<file path="src/rtl/apb_perf_pkg.sv">
// Shared types, violation bit indices and the saturating-add helper for the APB performance monitor.
package apb_perf_pkg;

  typedef enum logic [1:0] {
    IDLE   = 2'd0,
    SETUP  = 2'd1,
    ACCESS = 2'd2
  } apb_state_e;

  localparam int PERR_MULTI_SEL   = 0;
  localparam int PERR_EN_NO_SETUP = 1;
  localparam int PERR_UNSTABLE    = 2;
  localparam int PERR_SEL_DROP    = 3;

  // Adds b to a and clamps at the all-ones value of a width-bit counter.
  function automatic logic [63:0] sat_add(input logic [63:0] a, input logic [63:0] b, input int width);
    logic [64:0] sum;
    logic [64:0] lim;
    sum = {1'b0, a} + {1'b0, b};
    lim = (65'd1 << width) - 65'd1;
    sat_add = (sum > lim) ? lim[63:0] : sum[63:0];
  endfunction

endpackage

</file>
<file path="src/rtl/apb_perf_chan_cnt.sv">
// Per-channel statistics: saturating read/write/error counts, latency sum and latency maximum.
module apb_perf_chan_cnt
  import apb_perf_pkg::*;
#(
  parameter int CNT_WIDTH = 32,
  parameter int LAT_WIDTH = 16
) (
  input  logic                 PCLK,
  input  logic                 PRESETn,
  input  logic                 done,
  input  logic                 is_wr,
  input  logic                 err,
  input  logic [LAT_WIDTH-1:0] latency,
  input  logic                 clear,
  output logic [CNT_WIDTH-1:0] wr_cnt,
  output logic [CNT_WIDTH-1:0] rd_cnt,
  output logic [CNT_WIDTH-1:0] err_cnt,
  output logic [CNT_WIDTH-1:0] lat_sum,
  output logic [LAT_WIDTH-1:0] lat_max
);

  always_ff @(posedge PCLK or negedge PRESETn) begin
    if (!PRESETn) begin
      wr_cnt  <= '0;
      rd_cnt  <= '0;
      err_cnt <= '0;
      lat_sum <= '0;
      lat_max <= '0;
    end else if (clear) begin
      // clear outranks a completion landing in the same cycle
      wr_cnt  <= '0;
      rd_cnt  <= '0;
      err_cnt <= '0;
      lat_sum <= '0;
      lat_max <= '0;
    end else if (done) begin
      if (is_wr) wr_cnt <= CNT_WIDTH'(sat_add(64'(wr_cnt), 64'd1, CNT_WIDTH));
      else       rd_cnt <= CNT_WIDTH'(sat_add(64'(rd_cnt), 64'd1, CNT_WIDTH));
      if (err)   err_cnt <= CNT_WIDTH'(sat_add(64'(err_cnt), 64'd1, CNT_WIDTH));
      lat_sum <= CNT_WIDTH'(sat_add(64'(lat_sum), 64'(latency), CNT_WIDTH));
      if (latency > lat_max) lat_max <= latency;
    end
  end

endmodule

</file>
<file path="src/rtl/apb_perf_monitor.sv">
// Passive APB3/APB4 performance monitor: phase FSM, latency counter, protocol checks, per-slave stats.
module apb_perf_monitor
  import apb_perf_pkg::*;
#(
  parameter int    ADDR_WIDTH   = 32,
  parameter int    DATA_WIDTH   = 32,
  parameter int    NUM_SEL      = 4,
  parameter int    CNT_WIDTH    = 32,
  parameter int    LAT_WIDTH    = 16,
  parameter string log_filename = "apb_perf"
) (
  input  logic                           PCLK,
  input  logic                           PRESETn,
  input  logic [NUM_SEL-1:0]             PSEL,
  input  logic                           PENABLE,
  input  logic                           PWRITE,
  input  logic [ADDR_WIDTH-1:0]          PADDR,
  input  logic [DATA_WIDTH-1:0]          PWDATA,
  input  logic [DATA_WIDTH-1:0]          PRDATA,
  input  logic                           PREADY,
  input  logic [DATA_WIDTH/8-1:0]        PSTRB,
  input  logic                           PSLVERR,
  input  logic                           clear_i,
  output logic [63:0]                    cycle_cnt_o,
  output logic [NUM_SEL*CNT_WIDTH-1:0]   wr_cnt_o,
  output logic [NUM_SEL*CNT_WIDTH-1:0]   rd_cnt_o,
  output logic [NUM_SEL*CNT_WIDTH-1:0]   err_cnt_o,
  output logic [NUM_SEL*CNT_WIDTH-1:0]   lat_sum_o,
  output logic [NUM_SEL*LAT_WIDTH-1:0]   lat_max_o,
  output logic [3:0]                     proto_err_o
);

  localparam int SEL_W = (NUM_SEL > 1) ? $clog2(NUM_SEL) : 1;

  apb_state_e              state_q, state_d;
  logic [LAT_WIDTH-1:0]    lat_q, lat_d, lat_inc;
  logic [NUM_SEL-1:0]      sel_q;
  logic [SEL_W-1:0]        idx_q, low_idx;
  logic [ADDR_WIDTH-1:0]   addr_q;
  logic                    pwrite_q;
  logic [DATA_WIDTH-1:0]   wdata_q;
  logic [DATA_WIDTH/8-1:0] strb_q;
  logic [63:0]             cycle_q;
  logic [3:0]              perr_q, perr_set;
  logic                    capture, access, done, unstable;

  always_comb begin
    low_idx = '0;
    for (int i = NUM_SEL - 1; i >= 0; i--)
      if (PSEL[i]) low_idx = SEL_W'(i);
  end

  assign lat_inc  = (lat_q == {LAT_WIDTH{1'b1}}) ? lat_q : lat_q + 1'b1;
  assign unstable = (PADDR != addr_q) || (PWRITE != pwrite_q) ||
                    (PWDATA != wdata_q) || (PSTRB != strb_q);

  // state_q is the phase of the previous cycle; the current cycle is classified from it and the bus
  always_comb begin
    state_d  = state_q;
    lat_d    = lat_q;
    capture  = 1'b0;
    access   = 1'b0;
    done     = 1'b0;
    perr_set = '0;
    perr_set[PERR_MULTI_SEL] = (PSEL & (PSEL - NUM_SEL'(1))) != '0;
    case (state_q)
      IDLE: begin
        if (PENABLE) begin
          perr_set[PERR_EN_NO_SETUP] = 1'b1;
        end else if (|PSEL) begin
          state_d = SETUP;
          lat_d   = LAT_WIDTH'(1);
          capture = 1'b1;
        end
      end
      SETUP: begin
        if (!PENABLE) begin
          state_d = IDLE;
        end else if (PSEL != sel_q) begin
          perr_set[PERR_SEL_DROP] = 1'b1;
          state_d = IDLE;
        end else begin
          access = 1'b1;
        end
      end
      ACCESS: begin
        if (PSEL != sel_q) begin
          perr_set[PERR_SEL_DROP] = 1'b1;
          state_d = IDLE;
        end else begin
          access = 1'b1;
        end
      end
      default: state_d = IDLE;
    endcase
    if (access) begin
      perr_set[PERR_UNSTABLE] = unstable;
      if (PREADY) begin
        done    = 1'b1;
        state_d = IDLE;
      end else begin
        state_d = ACCESS;
        lat_d   = lat_inc;
      end
    end
  end

  always_ff @(posedge PCLK or negedge PRESETn) begin
    if (!PRESETn) begin
      state_q <= IDLE;
      lat_q   <= '0;
      cycle_q <= '0;
      perr_q  <= '0;
    end else begin
      state_q <= state_d;
      lat_q   <= lat_d;
      cycle_q <= cycle_q + 64'd1;
      perr_q  <= clear_i ? 4'd0 : (perr_q | perr_set);
    end
  end

  // Setup-phase snapshot used for the stability checks and completion attribution
  always_ff @(posedge PCLK) begin
    if (capture) begin
      sel_q    <= PSEL;
      idx_q    <= low_idx;
      addr_q   <= PADDR;
      pwrite_q <= PWRITE;
      wdata_q  <= PWDATA;
      strb_q   <= PSTRB;
    end
  end

  for (genvar k = 0; k < NUM_SEL; k++) begin : g_chan
    apb_perf_chan_cnt #(
      .CNT_WIDTH (CNT_WIDTH),
      .LAT_WIDTH (LAT_WIDTH)
    ) u_cnt (
      .PCLK    (PCLK),
      .PRESETn (PRESETn),
      .done    (done && (idx_q == SEL_W'(k))),
      .is_wr   (pwrite_q),
      .err     (PSLVERR),
      .latency (lat_inc),
      .clear   (clear_i),
      .wr_cnt  (wr_cnt_o[k*CNT_WIDTH +: CNT_WIDTH]),
      .rd_cnt  (rd_cnt_o[k*CNT_WIDTH +: CNT_WIDTH]),
      .err_cnt (err_cnt_o[k*CNT_WIDTH +: CNT_WIDTH]),
      .lat_sum (lat_sum_o[k*CNT_WIDTH +: CNT_WIDTH]),
      .lat_max (lat_max_o[k*LAT_WIDTH +: LAT_WIDTH])
    );
  end

  assign cycle_cnt_o = cycle_q;
  assign proto_err_o = perr_q;

  localparam string unused_log_filename = log_filename;
  logic unused_prdata;
  assign unused_prdata = ^PRDATA;

endmodule
</file>
<file path="config.mk">
export PLATFORM = sky130hd
export DESIGN_NAME = apb_perf_monitor
export DESIGN_NICKNAME = d
export VERILOG_FILES = /design/src/rtl/apb_perf_pkg.sv /design/src/rtl/apb_perf_chan_cnt.sv /design/src/rtl/apb_perf_monitor.sv
export SDC_FILE = /design/constraint.sdc
export NUM_CORES = 2
export LEC_CHECK = 0
export BUFFER_PORTS_ARGS = -buffer_cell sky130_fd_sc_hd__buf_2
export CORE_ASPECT_RATIO = 0.7
export CORE_MARGIN = 2
export CORE_UTILIZATION = 50
export CTS_CLUSTER_SIZE = 12
export DETAILED_ROUTE_END_ITERATION = 16
export PLACE_DENSITY = 0.72
export SLEW_MARGIN = 20
export SYNTH_ARGS = -nofsm -noshare
export SYNTH_HDL_FRONTEND = slang
export SYNTH_SLANG_ARGS = --single-unit
</file>
<file path="constraint.sdc">
create_clock -name PCLK -period 12.5 [get_ports PCLK]
set_clock_uncertainty 0.1 [all_clocks]
set_input_delay 0 -clock PCLK [delete_from_list [all_inputs] [get_ports PCLK]]
set_output_delay 0 -clock PCLK [all_outputs]
set_load 0.05 [all_outputs]
</file>
-- Yosys cells after proc, flatten, opt, wreduce, memory -nomap -nowiden
Index checks and enable logic that the tools add are counted.
- add/subtract/negate cells: 19
- multiply operators: 0
- div/mod/pow operators: 0
- $lt $le $gt $ge: 20
- eq/ne operators: 14
- shifts and indexed selects: 0
- multiplexer cells: 103
- bitwise gates (word level): 2
- reduce and logical (&&, ||, !) cells: 39
- operators with widths (cell ; number):
    $mux W32 ; 60
    $gt A33 B32 Y1 const B ; 16
    $add A32 B1 Y33 const B ; 12
    $mux W16 ; 18
    $add A32 B16 Y33 ; 4
    $add A64 B1 Y64 const B ; 1
    $gt A16 B16 Y1 ; 4
    $ne A32 B32 Y1 ; 2
    $reduce_and A2 Y1 ; 17
    $reduce_bool A2 Y1 ; 10
    $add A16 B1 Y16 const B ; 1
    $eq A16 B16 Y1 const B ; 1
    $mux W2 ; 8
    $mux W1 ; 13
    $ne A4 B4 Y1 ; 2
    $eq A2 B2 Y1 const B ; 3
    $ne A3 B3 Y1 const B ; 2
    $pmux W2 S3 ; 1
    $and A4 B4 Y4 ; 1
    $eq A2 B1 Y1 const B ; 2
    $logic_and A1 B1 Y1 ; 4
    $logic_not A2 Y1 ; 2
    $mux W4 ; 1
    $or A4 B4 Y4 ; 1
    other kinds (8) ; 11
- bits in registers: 737
- bits in latches: 0
- RAM bits: 0
- memory bits (read-only): 0
- input bits: 111
- logic and storage cells: 228
- memories: 0

-- Longest topological paths before layout
- word-level depth: 8
- mapped depth: 18

-- By module
A second synthesis with hierarchy kept.
- cells, all modules: 5627
- area total of the unflattened synthesis: 48671.7 um^2
- modules (own cells, without submodules) (module ; times used ; cells each ; area an instance (um^2) ; sequential area each (um^2)):
    apb_perf_chan_cnt ; 4 ; 1250 ; 10296.1 ; 3603.5
    apb_perf_monitor ; 1 ; 627 ; 7487.2 ; 4404.2

-- Least setup slack after synthesis
No wires, ideal clock.
- path type: register to register
- start point: register lat_q[0]
- end point: register g_chan[3].u_cnt.lat_sum[29]
- library setup time: 132 ps
- arrival time: 4761 ps
- required time: 12268 ps
- setup slack: 7508 ps
- stages on the path, launching flop included: 18
- clock period less this slack: 4992 ps
- cell sequence: dfrtp_1 -> ha_1 -> and3_1 -> and3_1 -> nand3_1 -> clkbuf_1 -> nand3_1 -> xnor2_1 -> ha_1 -> a21oi_1 -> o211ai_1 -> a221oi_1 -> a311oi_1 -> o31ai_1 -> clkbuf_1 -> nand2_1 -> mux2i_1 -> nor2_1
- longest elaborated chain between the ends: 7
- ends and longest elaborated chain (item ; RTL line ; text):
    from (decl) ; apb_perf_monitor.sv:36 ; logic [LAT_WIDTH-1:0] lat_q, lat_d, lat_inc;
    from (signal assigned) ; apb_perf_monitor.sv:116 ; lat_q <= lat_d;
    $add A16 B1 Y16 / $eq A16 B16 Y1 (equally long branches) ; apb_perf_monitor.sv:53 ; assign lat_inc = (lat_q == {LAT_WIDTH{1'b1}}) ? lat_q : lat_q + 1'b1;
    $mux W16 (*) ; apb_perf_monitor.sv:53 ;
    $add A32 B16 Y33 (*) ; apb_perf_pkg.sv:19 ; sum = {1'b0, a} + {1'b0, b};
    $gt A33 B32 Y1 ; apb_perf_pkg.sv:21 ; sat_add = (sum > lim) ? lim[63:0] : sum[63:0];
    $mux W32 (*) ; apb_perf_pkg.sv:21 ;
    $mux W32 (*) ; apb_perf_chan_cnt.sv:36 ; end else if (done) begin
    $mux W32 (*) ; apb_perf_chan_cnt.sv:29 ; end else if (clear) begin
    to (signal assigned) ; apb_perf_chan_cnt.sv:40 ; lat_sum <= CNT_WIDTH'(sat_add(64'(lat_sum), 64'(latency), CNT_WIDTH));
    to (decl) ; apb_perf_chan_cnt.sv:18 ; output logic [CNT_WIDTH-1:0] lat_sum,
Every way passes the cells marked *; elsewhere a longest branch is shown, timed or not. The select of a mux whose other input is x is not followed.
A chain may end at the register's enable or synchronous reset.

-- Final worst setup path
- start point: register lat_q[0]
- end point: register g_chan[2].u_cnt.lat_sum[21]
- longest elaborated chain between the ends: 7
- ends and longest elaborated chain (item ; RTL line):
    $add A16 B1 Y16 / $eq A16 B16 Y1 (equally long branches) ; apb_perf_monitor.sv:53
    $mux W16 (*) ; apb_perf_monitor.sv:53
    $add A32 B16 Y33 (*) ; apb_perf_pkg.sv:19
    $gt A33 B32 Y1 ; apb_perf_pkg.sv:21
    $mux W32 (*) ; apb_perf_pkg.sv:21
    $mux W32 (*) ; apb_perf_chan_cnt.sv:36
    $mux W32 (*) ; apb_perf_chan_cnt.sv:29
    to (signal assigned) ; apb_perf_chan_cnt.sv:40
    to (decl) ; apb_perf_chan_cnt.sv:18
Marks and branches as above.

==> results.cfg <==
[synthesis]
synthTopCellsByCount = dfrtp_1 (662), o21ai_0 (485), nor2_1 (470), nand2_1 (454), nand3_1 (304)
synth_ff_type = dfrtp_1
ys_types = 103
synth_area_leaders = dfrtp_1 (36%), o21ai_0 (5.3%), edfxtp_1 (4.9%)
synth_edf_count = 75
syn_inst = 5234
yosys.area.top_type = dfrtp_1
synth_nets = 5528
ys_async_sr_fraction = 0.898
netlist_area_mm2 = 0.0461
postSynthAreaPerCell_um2 = 8.81
yosysSeqAreaShare = 0.408
synth_top_area_frac = 0.359
yosys_register_bits = 737
ys.warnings.count = 0
synth_most_common_cell = dfrtp_1

[route]
final_antenna_net_count = 0
vias_per_cell = 6.30
met1Wirelength_um = 72600
wl_met2_um = 70800
top_layer = met5
drtIter0Drc = 5261
dr.pass1.iters = 8
wirelength_um = 166000
wl_met3_um = 15800
remaining_drc_errors = 0
wl_per_cell_um = 22.7
vias = 46100

[sta]
tns_ns = 0
hold_violations = 0
finalSetupViolations = 0
fmax_mhz = 170
setup_ws_ns = 6.60
maxSlewHeadroom = 0.210
grt_setup_unrepaired = false
tightest_slew_ns = 1.17
post-route-period-util = 0.472
fin_crit_ns = 5.90
slew_violations = 0

[clock_network]
cts.sinks = 737
cts_root_buf = clkbuf_16
clockBufferDepth = 3
insertion_delay_ns = 0.69
cts_tree = yes
clk_pin_slew_ns = 0.06
ctsResizeCount = 0
cts_made_buffers = 80
h-tree-depth = 3

[worst_setup_path]
crit_type = flip-flop to flip-flop
end_kind = flip-flop
cp.arrival_ns = 6.34
cp.required_ns = 12.94
cp-start-kind = flip-flop
cp_max_fo = 17

[die]
dieArea_mm2 = 0.0947
num_io_pins = 755
die_w_um = 367
fp-row-count = 93
die_h_um = 258
coreArea_mm2 = 0.0917
initial_utilization = 0.503

[global_route]
gr-total-overflow = 0
grt_pass1_vias = 42300
grt_max_degree = 151
gr-usage-all-layers = 0.339
grt_pass1_wl_um = 255000
antenna_found_initial = 4

[layout]
stdcell_area_mm2 = 0.0551
fill_cells = 7985
area_delta_synth_final_pct = 19.6
fin_util = 0.601
drive_above_1_share = 0.162
nets = 6312

[power]
leakage_uw = 0.0245
fin_total_pwr_uw = 5340
powerDensity_mw_per_mm2 = 96.9
ir_drop_v = 0.0000922

[placed_design]
gp_congestion = 0.987
placed_cell_area_mm2 = 0.0509
place_ws_ns = 6.37
io_buffers = 722
dp_hpwl_um = 115000

[run_status]
outcome = completed

[job]
maxCapViolCount = 0

[worst_hold_path]
min_path_type = input pin to flip-flop
-- critical path: stages (launching register included) --
cell and delay [ns]:
dfrtp_1 0.44, ha_1 0.21, and3_1 0.29, and3_1 0.20, nand3_1 0.47, mux2_2 0.69, fa_1 0.50, a21o_1 0.17
a21oi_1 0.26, o211ai_1 0.23, a2111oi_0 0.90, nand4b_1 0.53, nand2_1 0.37, o31ai_1 0.29, a21oi_1 0.10
-- path summary, 6_finish.rpt --
kind | startpoint | to | slack [ns] | cells after the start
max reg2reg | lat_q[0] | g_chan[2].u_cnt.lat_sum[21] | 6.60 | 14
min in group asynchronous | PRESETn | g_chan[0].u_cnt.wr_cnt[18] | 0.46 | 4
min reg2reg | cycle_cnt_o[34] | cycle_cnt_o[34] | 0.39 | 1
min | PSEL[1] | sel_q[1] | 0.08 | 2
max in group asynchronous | PRESETn | g_chan[2].u_cnt.lat_sum[5] | 10.27 | 5
max | lat_q[0] | g_chan[2].u_cnt.lat_sum[21] | 6.60 | 14
-- timing repair --
item / 4_1_cts / 5_1_grt
hold endpoints to repair: 303 / 0
setup buffers: 0 / 0
hold buffers: 149 / 0
-- sequential cells by signal, indices dropped and copies added, names as in the netlist, 16 cells and up --
signal                cells
addr_q                   32
cycle_cnt_o              64
g_chan.u_cnt.err_cnt    128
g_chan.u_cnt.lat_max     64
g_chan.u_cnt.lat_sum    128
g_chan.u_cnt.rd_cnt     128
g_chan.u_cnt.wr_cnt     128
lat_q                    16
wdata_q                  32
-- stage by stage --
| stage | instances | hold WS (ns) |
|---|---|---|
| floorplan | 5234 | -0.396 |
| global placement | 7018 | 0.0380 |
| detailed placement | 7020 | 0.0403 |
| CTS | 7310 | 0.0244 |
| global route | 7315 | 0.0736 |
| finish | 7316 | 0.0777 |
-- where the power goes --
part / internal (µW) / switching [µW] / total [µW]
Combinational: 115 / 246 / 361
Clock: 1380 / 1090 / 2470
Sequential: 2480 / 29.4 / 2510
Total: 3980 / 1370 / 5340
-- area by class of cell --
cell class,instances,area [µm²],share of cell area
diodes,4,10.0,0.000182
multi-input cells,4081,25700,0.467
clock buffers,118,2310,0.0420
clock inverters,23,322,0.00583
well taps,1235,1550,0.0280
repair buffers,939,5710,0.104
inverters,179,673,0.0122
flip-flops and latches,737,18800,0.341
-- logic make-up (layout without fill, tap and decap cells) --
kind of cell               after synthesis  after routing  synth area share
other                                    0              4                 0
xor gates and xnor gates               443            443            0.0842
buffers and inverters                  416           1259            0.0364
and+or+nand+nor                       2117           2117             0.235
adders and majority gates              184            184            0.0505
AOI/OAI and AO/OA                     1259           1259             0.169
DFF                                    737            737             0.408
muxes                                   78             78            0.0170
-- cells in the final DEF (no fill, tap or decap), types with 74 or more instances in the layout --
| cell type | instances |
|---|---|
| buf_2 | 720 |
| dfrtp_1 | 662 |
| o21ai_0 | 485 |
| nor2_1 | 466 |
| nand2_1 | 454 |
| nand3_1 | 304 |
| xnor2_1 | 234 |
| a21oi_1 | 218 |
| xor2_1 | 205 |
| nor3_1 | 194 |
| nand4_1 | 191 |
| ha_1 | 179 |
| inv_1 | 175 |
| dlygate4sd3_1 | 148 |
| and3_1 | 121 |
| a31oi_1 | 102 |
| clkbuf_16 | 80 |
| nor4_1 | 78 |
| edfxtp_1 | 75 |
| mux2i_1 | 74 |
-- layer usage --
metal  vias up  global-route usage
met5         -                   0
met4         2               0.134
met3       386              0.0762
met2      2384               0.492
met1     22500               0.491
li1      20900                   -
(Power assumes the default switching activity.)
